===== src/rtl/i2c_target_regs_if.sv =====
// Pad-side open-drain I2C signals plus the register-file port of i2c_target_regs.
interface i2c_target_regs_if;
    logic       scl_i;
    logic       sda_i;
    logic       sda_oe;
    logic [7:0] reg_addr;
    logic [7:0] reg_wdata;
    logic       reg_we;
    logic [7:0] reg_rdata;
    logic       busy;

    modport slave (
        input  scl_i, sda_i, reg_rdata,
        output sda_oe, reg_addr, reg_wdata, reg_we, busy
    );

    modport master (
        output scl_i, sda_i, reg_rdata,
        input  sda_oe, reg_addr, reg_wdata, reg_we, busy
    );
endinterface


===== src/rtl/i2c_target_regs.sv =====
// I2C target with 7-bit address and 8-bit auto-incrementing register pointer,
// giving the HPS I2C controller byte access to a fabric register space.
module i2c_target_regs #(
    parameter logic [6:0]  TARGET_ADDR = 7'h50,
    parameter int unsigned FILT_LEN    = 4
) (
    input  logic             ck,
    input  logic             rst_n,
    i2c_target_regs_if.slave bus
);
    typedef enum logic [3:0] {
        IDLE, ADDR, ADDR_ACK, PTR, PTR_ACK, WDATA, WDATA_ACK, RDATA, RDATA_ACK
    } state_t;

    // Index 0 carries SCL, index 1 carries SDA.
    logic [1:0] sync1, sync2, filt, filt_d;
    logic [3:0] fcnt [2];

    always_ff @(posedge ck or negedge rst_n) begin
        if (!rst_n) begin
            sync1   <= '1;
            sync2   <= '1;
            filt    <= '1;
            filt_d  <= '1;
            fcnt[0] <= '0;
            fcnt[1] <= '0;
        end else begin
            sync1  <= {bus.sda_i, bus.scl_i};
            sync2  <= sync1;
            filt_d <= filt;
            for (int unsigned i = 0; i < 2; i++) begin
                if (sync2[i] != filt[i]) begin
                    if (fcnt[i] == 4'(FILT_LEN - 1)) begin
                        filt[i] <= sync2[i];
                        fcnt[i] <= '0;
                    end else begin
                        fcnt[i] <= fcnt[i] + 4'd1;
                    end
                end else begin
                    fcnt[i] <= '0;
                end
            end
        end
    end

    logic scl_f, sda_f, scl_fd, sda_fd;
    logic rise, fall, start_ev, stop_ev;

    assign scl_f    = filt[0];
    assign sda_f    = filt[1];
    assign scl_fd   = filt_d[0];
    assign sda_fd   = filt_d[1];
    assign rise     = scl_f & ~scl_fd;
    assign fall     = ~scl_f & scl_fd;
    assign start_ev = scl_f & scl_fd & sda_fd & ~sda_f;
    assign stop_ev  = scl_f & scl_fd & ~sda_fd & sda_f;

    state_t     state, state_n;
    logic [3:0] cnt, cnt_n;
    logic [7:0] shreg, shreg_n;
    logic       rw, rw_n;
    logic       oe, oe_n;
    logic [7:0] addr, addr_n;
    logic [7:0] wdata, wdata_n;
    logic       we, we_n;
    logic       busy_q, busy_n;

    always_ff @(posedge ck or negedge rst_n) begin
        if (!rst_n) begin
            state  <= IDLE;
            cnt    <= '0;
            shreg  <= '0;
            rw     <= 1'b0;
            oe     <= 1'b0;
            addr   <= '0;
            wdata  <= '0;
            we     <= 1'b0;
            busy_q <= 1'b0;
        end else begin
            state  <= state_n;
            cnt    <= cnt_n;
            shreg  <= shreg_n;
            rw     <= rw_n;
            oe     <= oe_n;
            addr   <= addr_n;
            wdata  <= wdata_n;
            we     <= we_n;
            busy_q <= busy_n;
        end
    end

    always_comb begin
        state_n = state;
        cnt_n   = cnt;
        shreg_n = shreg;
        rw_n    = rw;
        oe_n    = oe;
        addr_n  = addr;
        wdata_n = wdata;
        we_n    = 1'b0;
        busy_n  = busy_q;

        // Post-write pointer bump lands the cycle after the strobe, whatever else happens.
        if (we)
            addr_n = addr + 8'd1;

        if (stop_ev) begin
            state_n = IDLE;
            oe_n    = 1'b0;
            busy_n  = 1'b0;
        end else if (start_ev) begin
            state_n = ADDR;
            cnt_n   = '0;
            oe_n    = 1'b0;
        end else begin
            case (state)
                ADDR, PTR, WDATA: begin
                    if (rise && cnt != 4'd8) begin
                        shreg_n = {shreg[6:0], sda_f};
                        cnt_n   = cnt + 4'd1;
                    end else if (fall && cnt == 4'd8) begin
                        cnt_n = '0;
                        case (state)
                            ADDR: begin
                                if (shreg[7:1] == TARGET_ADDR) begin
                                    oe_n    = 1'b1;
                                    busy_n  = 1'b1;
                                    rw_n    = shreg[0];
                                    state_n = ADDR_ACK;
                                end else begin
                                    busy_n  = 1'b0;
                                    state_n = IDLE;
                                end
                            end
                            PTR: begin
                                addr_n  = shreg;
                                oe_n    = 1'b1;
                                state_n = PTR_ACK;
                            end
                            default: begin
                                wdata_n = shreg;
                                we_n    = 1'b1;
                                oe_n    = 1'b1;
                                state_n = WDATA_ACK;
                            end
                        endcase
                    end
                end
                ADDR_ACK: begin
                    if (fall) begin
                        cnt_n = '0;
                        if (rw) begin
                            shreg_n = bus.reg_rdata;
                            oe_n    = ~bus.reg_rdata[7];
                            state_n = RDATA;
                        end else begin
                            oe_n    = 1'b0;
                            state_n = PTR;
                        end
                    end
                end
                PTR_ACK, WDATA_ACK: begin
                    if (fall) begin
                        cnt_n   = '0;
                        oe_n    = 1'b0;
                        state_n = WDATA;
                    end
                end
                RDATA: begin
                    if (rise && cnt != 4'd8) begin
                        cnt_n = cnt + 4'd1;
                    end else if (fall) begin
                        if (cnt == 4'd8) begin
                            cnt_n   = '0;
                            oe_n    = 1'b0;
                            state_n = RDATA_ACK;
                        end else begin
                            shreg_n = {shreg[6:0], 1'b0};
                            oe_n    = ~shreg[6];
                        end
                    end
                end
                RDATA_ACK: begin
                    // cnt==1 marks "master ACKed, reload on the coming fall".
                    if (rise) begin
                        addr_n = addr + 8'd1;
                        if (sda_f) begin
                            oe_n    = 1'b0;
                            busy_n  = 1'b0;
                            state_n = IDLE;
                        end else begin
                            cnt_n = 4'd1;
                        end
                    end else if (fall && cnt == 4'd1) begin
                        cnt_n   = '0;
                        shreg_n = bus.reg_rdata;
                        oe_n    = ~bus.reg_rdata[7];
                        state_n = RDATA;
                    end
                end
                default: ;
            endcase
        end
    end

    assign bus.sda_oe    = oe;
    assign bus.reg_addr  = addr;
    assign bus.reg_wdata = wdata;
    assign bus.reg_we    = we;
    assign bus.busy      = busy_q;
endmodule


===== src/flat_wrapper.sv =====
// flat-port wrapper written by rule: the top's interface ports become plain ports
module i2c_target_regs_flat 
#(
    parameter logic [6:0]  TARGET_ADDR = 7'h50,
    parameter int unsigned FILT_LEN    = 4
)
  (ck, rst_n, bus_scl_i, bus_sda_i, bus_reg_rdata, bus_sda_oe, bus_reg_addr, bus_reg_wdata, bus_reg_we, bus_busy);
  i2c_target_regs_if bus_i ();
  input  logic ck;
  input  logic rst_n;
  input wire logic [$bits(bus_i.scl_i)-1:0] bus_scl_i;
  input wire logic [$bits(bus_i.sda_i)-1:0] bus_sda_i;
  input wire logic [$bits(bus_i.reg_rdata)-1:0] bus_reg_rdata;
  output wire logic [$bits(bus_i.sda_oe)-1:0] bus_sda_oe;
  output wire logic [$bits(bus_i.reg_addr)-1:0] bus_reg_addr;
  output wire logic [$bits(bus_i.reg_wdata)-1:0] bus_reg_wdata;
  output wire logic [$bits(bus_i.reg_we)-1:0] bus_reg_we;
  output wire logic [$bits(bus_i.busy)-1:0] bus_busy;
  assign bus_i.scl_i = bus_scl_i;
  assign bus_i.sda_i = bus_sda_i;
  assign bus_i.reg_rdata = bus_reg_rdata;
  assign bus_sda_oe = bus_i.sda_oe;
  assign bus_reg_addr = bus_i.reg_addr;
  assign bus_reg_wdata = bus_i.reg_wdata;
  assign bus_reg_we = bus_i.reg_we;
  assign bus_busy = bus_i.busy;
  i2c_target_regs #(.TARGET_ADDR(TARGET_ADDR), .FILT_LEN(FILT_LEN)) u_core (.ck(ck), .rst_n(rst_n), .bus(bus_i));
endmodule

===== config.mk =====
export PLATFORM = sky130hd
export DESIGN_NAME = i2c_target_regs_flat
export DESIGN_NICKNAME = d
export VERILOG_FILES = /design/src/rtl/i2c_target_regs_if.sv /design/src/rtl/i2c_target_regs.sv /design/src/flat_wrapper.sv
export SDC_FILE = /design/constraint.sdc
export NUM_CORES = 1
export LEC_CHECK = 0
export BUFFER_PORTS_ARGS = -buffer_cell sky130_fd_sc_hd__buf_4
export CAP_MARGIN = 20
export CORE_UTILIZATION = 50
export CTS_CLUSTER_SIZE = 30
export DETAILED_ROUTE_END_ITERATION = 7
export PLACE_DENSITY = 0.7
export SYNTH_ARGS = -nofsm -noshare
export SYNTH_HDL_FRONTEND = slang
export SYNTH_SLANG_ARGS = --single-unit

===== constraint.sdc =====
create_clock -name ck -period 6.38 [get_ports ck]
set_clock_uncertainty 0.15 [all_clocks]
set_input_delay 1.276 -clock ck [delete_from_list [all_inputs] [get_ports ck]]
set_output_delay 1.276 -clock ck [all_outputs]
set_load 0.01 [all_outputs]

# After elaboration in Yosys (flattened, before gate mapping)
# Cells that the tools add are included.
[classes] addsub=4 n_eq_ne=46 n_mux=78 n_bitwise=17 n_reduce_logical=20
[ops] op="2-to-1 mux 8 bit" n=15
[ops] op="2-to-1 mux 4 bit" n=26
[ops] op="!= test 4 x 1 -> 1 bit, second input constant" n=9
[ops] op="case mux 8 bit (4 select lines)" n=1
[ops] op="2-to-1 mux 1 bit" n=28
[ops] op="case mux 4 bit (5 select lines)" n=1
[ops] op="AND reduction 10 bit" n=2
[ops] op="equality test 4 x 2 -> 1 bit, second input constant" n=4
[ops] op="equality test 4 x 3 -> 1 bit, second input constant" n=4
[ops] op="case mux 4 bit (4 select lines)" n=1
[ops] op="case mux 8 bit (2 select lines)" n=1
[ops] op="!= test 3 x 1 -> 1 bit, second input constant" n=5
[ops] op="AND reduction 7 bit" n=2
[ops] op="adder 4 x 1 -> 4 bit, second input constant" n=3
[ops] op="AND reduction 11 bit" n=1
[ops] op="!= test 2 x 1 -> 1 bit, second input constant" n=5
[ops] op="NOT 1 bit" n=10
[ops] op="adder 8 x 1 -> 8 bit, second input constant" n=1
[ops] op="equality test 4 x 1 -> 1 bit, second input constant" n=2
[ops] op="equality test 4 bit, second input constant" n=2
[ops] op="!= test 2 bit, second input constant" n=4
[ops] op="!= test 4 x 2 -> 1 bit, second input constant" n=2
[ops] op="!= test 4 bit, second input constant" n=2
[ops] op="AND reduction 8 bit" n=1
[ops] op="21 further kinds" n=33
[word_totals] regBits=52 in_bits=12 elab_cells=181

# Logic depth before layout (Yosys ltp)
[depth] depth_word=8 ltp_mapped=8 depth_no_buf=7

# Least setup slack after synthesis
# No wires, ideal clock.
[synth_path] kind="register to register" startpoint="reg u_core.cnt[0]" endpoint="reg u_core.shreg[0]" setup_ns=0.125 arrival_ns=2.011 setup_slack_ns=4.095 path_stages_with_launch=8 path_buffers=0 path_cell_list="dfrtp_1 -> inv_1 -> ha_1 -> and3b_1 -> o21ai_0 -> a21oi_1 -> a2111oi_4 -> mux2_2"
[synth_via] elab_chain_len=4 elab_cells_between_ends=10 classes_between="eq/ne: 7; reduce/logical: 3"
[synth_lines] item="start: declaration" line="i2c_target_regs.sv:59" source="logic [3:0] cnt, cnt_n;"
[synth_lines] item="start signal: assignment" line="i2c_target_regs.sv:81" source="cnt <= cnt_n;"
[synth_lines] item="equality test 4 x 1 -> 1 bit / != test 4 bit (equally long branches)" line="i2c_target_regs.sv:194, i2c_target_regs.sv:118, i2c_target_regs.sv:170"
[synth_lines] item="logical AND 1 bit, on equally long branches" line="i2c_target_regs.sv:194, i2c_target_regs.sv:118, i2c_target_regs.sv:170"
[synth_lines] item="!= test 2 x 1 -> 1 bit (no source line) / != test 2 bit (equally long branches)"
[synth_lines] item="AND reduction 11 bit (no source line) *"
[synth_lines] item="end signal: assignment" line="i2c_target_regs.sv:82" source="shreg <= shreg_n;"
[synth_lines] item="end: declaration" line="i2c_target_regs.sv:60" source="logic [7:0] shreg, shreg_n;"
# Every way passes the cells marked *; elsewhere a longest branch is shown, timed or not.
# A chain may end at the register's enable or synchronous reset.

# Final worst setup path
[layout_path] startpoint="reg u_core.state[0]" endpoint="reg u_core.state[0]"
[layout_via] elab_chain_len=7 elab_cells_between_ends=27 classes_between="eq/ne: 17; mux: 6; reduce/logical: 4"
[layout_lines] item="start: declaration" line="i2c_target_regs.sv:58" source="state_t state, state_n;"
[layout_lines] item="start signal: assignment" line="i2c_target_regs.sv:80" source="state <= state_n;"
[layout_lines] item="equality test 4 x 2 -> 1 bit / equality test 4 x 1 -> 1 bit (equally long branches)" line="i2c_target_regs.sv:116, i2c_target_regs.sv:123"
[layout_lines] item="case mux 3 bit (2 select lines)" line="i2c_target_regs.sv:123" source="case (state)"
[layout_lines] item="2-to-1 mux 4 bit" line="i2c_target_regs.sv:121" source="end else if (fall && cnt == 4'd8) begin"
[layout_lines] item="2-to-1 mux 4 bit" line="i2c_target_regs.sv:118" source="if (rise && cnt != 4'd8) begin"
[layout_lines] item="case mux 4 bit (5 select lines)" line="i2c_target_regs.sv:116" source="case (state)"
[layout_lines] item="2-to-1 mux 4 bit" line="i2c_target_regs.sv:111" source="end else if (start_ev) begin"
[layout_lines] item="2-to-1 mux 4 bit" line="i2c_target_regs.sv:107" source="if (stop_ev) begin"
# Parallel ways exist; a longest one is shown, timed or not. The select of a mux whose other input is x is not followed.

==> results_dict.tcl <==
set metrics [dict create \
    max_freq_ghz 0.377 \
    final_util 0.588 \
    ys_seq_area_frac 0.453 \
    wire_per_inst_um 16.6 \
    worst_path_max_delay_cell "or4b_1" \
    numCtsBuffers 5 \
    place.gp.congestion 0.931 \
    num_rows 27 \
    drt_wl_total_um 6160 \
    die_w_um 78.1 \
    hold_start "u_core.sync1[0]$_DFF_PN1_" \
    reg2reg_from "u_core.state[0]$_DFFE_PN0P_" \
    reg2reg_slack_ns 3.73 \
    finalSetupViolations 0 \
    rsz0062_at_grt "false" \
    design_area_sq_um 3260 \
    async_reset_ff_frac 1.00 \
    die_y_um 78.1 \
    via_per_inst 5.91 \
    dieArea_sq_um 6090 \
    p_leak_nw 1.48 \
    syn_nets 289 \
    vdd.ir_drop.worst_v 0.000230 \
    clock_path_buffers 2 \
    dr_total_vias 2197 \
    crit_start "u_core.state[0]$_DFFE_PN0P_" \
    ys_ff_latch 52 \
    clkSinkCount 52 \
    finalHoldViolCount 0 \
    syn_to_final_growth_pct 12.6 \
    end_kind "flip-flop" \
    critPathMaxFanout 16 \
    post_dp_cell_area_sq_um 3160 \
    cts_tree "built" \
    cts_max_level 2 \
    grt_pass1_vias 2156 \
    grt_overflow 0 \
    fin_ws_ns 3.73 \
    core_area_sq_um 5540 \
    cts-hold-fix-buffers 0 \
    crit_type "reg -> reg" \
    syn-cell-area_sq_um 2890 \
    worst_pin_slew_ns 0.914 \
    arrival_ns 2.69 \
    antenna_cells 0 \
    dp_hpwl_um 4460 \
    syn_inst 271 \
    startpoint_type "flip-flop" \
    hold_path_class "reg -> reg" \
    yosysUniqueCellTypes 55 \
    dr.pass1.iters 7 \
    max_slew_margin 0.385 \
    p_per_area_nw_per_um2 382 \
    final_nets 317 \
    slew_violations 0 \
    syn_avg_cell_area_sq_um 10.7 \
    path_cells "or4b_1 > a31oi_2 > a32oi_1 > o211ai_1 > mux2_2" \
    fin_setup_tns_ns 0 \
    ys.flop_type "dfrtp_1" \
    antenna_found_initial 0 \
    clk_latency_ns 0.31 \
    pre_cts_ws_ns 3.75 \
    period_minus_slack_ns 2.65 \
    drive_above_1_share 0.270 \
    status "complete, no violations" \
    cts_setup_buffers 0 \
    yosys_warnings 0 \
    initialDrtViolationCount 248 \
    critPathMaxStageDelay_ns 0.69 \
    finalCritPeriodShare 0.416 \
    port_buffers 30 \
    fillCellCount 491 \
    grt_pass1_wl_um 10600 \
    maxCapViolCount 0 \
    io_pins 31 \
    synth_edf_count 0 \
    grt_max_degree 53 \
    drtAntennaViolNets 0 \
    grtUsageTotal 0.223 \
    drc 0 \
    initial_utilization 0.522 \
    required_ns 6.42 \
    clk_pin_slew_worst_paths_ns 0.11 \
    post_cts_resized 0 \
    cts_root_buffer "clkbuf_8" \
]
## worst max-delay path, delay by kind of cell, from the launching register on
| kind | cells | cell delay [ns] |
|---|---|---|
| AO/OA/AOI/OAI | 3 | 0.73 |
| AND/OR/NAND/NOR | 1 | 0.69 |
| flip-flops | 1 | 0.58 |
| multiplexers | 1 | 0.39 |
## worst paths after layout
kind | end | cells after the start
setup / recovery | u_core.state[0]$_DFFE_PN0P_ | 5
hold / removal | u_core.sync2[0]$_DFF_PN1_ | 0
setup reg to reg | u_core.state[0]$_DFFE_PN0P_ | 5
hold reg to reg | u_core.sync2[0]$_DFF_PN1_ | 0
max in group asynchronous | u_core.cnt[0]$_DFFE_PN0P_ | 1
min in group asynchronous | u_core.fcnt[6]$_DFF_PN0_ | 1
## synth_stat cells, drive strengths merged (2+ instances only)
library cell	count	share of area
nor2b	8	0.017
ha	6	0.026
or2	2	0.0043
a211o	2	0.0061
xor2	5	0.015
inv	9	0.012
a21oi	19	0.033
nor3	7	0.014
clkbuf	4	0.0052
o21a	2	0.0052
nand4	2	0.0043
nand2	7	0.0091
xnor2	7	0.021
nand3	14	0.024
mux2i	6	0.021
dfrtp	44	0.38
and3b	2	0.0061
a21o	3	0.0078
nor3b	5	0.013
or3	3	0.0065
a21boi	2	0.0052
nor2	18	0.023
o21ai	11	0.019
buf	5	0.012
a32oi	2	0.0061
o21bai	2	0.0052
nor4	4	0.011
a31oi	4	0.011
dfstp	8	0.073
nand3b	3	0.0078
nand4b	3	0.014
nand2b	7	0.015
o211ai	3	0.0078
mux2	27	0.11
nor4b	2	0.0061
## stage by stage
step	hold slack, ns	total power, mW	std cells
2_1_floorplan	0.195	0.919	271
3_3_place_gp	0.195	1.04	364
3_5_place_dp	0.199	1.04	364
4_1_cts	0.216	1.25	372
5_1_grt	0.219	1.33	372
6_report	0.214	1.25	372
## cell usage in the layout (no fill, tap or decap), drive strengths merged, types with 3 or more instances in the layout
master  Yosys  routed
nor2       18      18
buf         5      30
nand3b      3       3
mux2       27      27
nand4b      3       3
o21ai      11      11
xor2        5       5
xnor2       7       7
o211ai      3       3
a21oi      19      19
nand2       7       7
nor4        4       4
dfrtp      44      44
or3         3       3
inv         9      12
clkbuf      4       5
nor3        7       7
dfstp       8       8
ha          6       6
nand3      14      14
a31oi       4       4
mux2i       6       6
nor3b       5       5
a21o        3       3
nand2b      7       7
nor2b       8       8
## sequential cells by signal (all words and copies together), names as in the netlist
name,cells
u_core.bus.busy,1
u_core.filt,2
u_core.sync1,2
u_core.bus.reg_we,1
u_core.shreg,8
u_core.rw,1
u_core.cnt,4
u_core.bus.reg_wdata,8
u_core.fcnt,8
u_core.bus.sda_oe,1
u_core.bus.reg_addr,8
u_core.filt_d,2
u_core.sync2,2
u_core.state,4
## where the power goes
| group | switching [mW] | internal [mW] |
|---|---|---|
| clock network | 0.121 | 0.0831 |
| logic | 0.245 | 0.246 |
| registers | 0.138 | 0.412 |
## layer usage
metal  share of wire  global-route usage
met1            0.46               0.313
met3           0.047              0.0407
met4           0.014              0.0815
met2            0.48               0.345
met5               0                   0
## final cells by class
class                      instances  area, sq um  share of cell area
tap                               72         90.1              0.0277
multi-input combinational        201         1500               0.460
timing repair buffer              30          225              0.0692
inverter                           9         33.8              0.0104
clock buffer                       5         68.8              0.0211
sequential                        52         1310               0.403
clock inverter                     3         28.8             0.00884
## cell families after synthesis
group,share of synthesized area
DFF,0.453
buffers and inverters,0.0285
AOI/OAI and AO/OA,0.135
adders and majority gates,0.0260
muxes,0.126
xor gates and xnor gates,0.0363
and+or+nand+nor,0.195
Power figures use the tool's default switching activity.
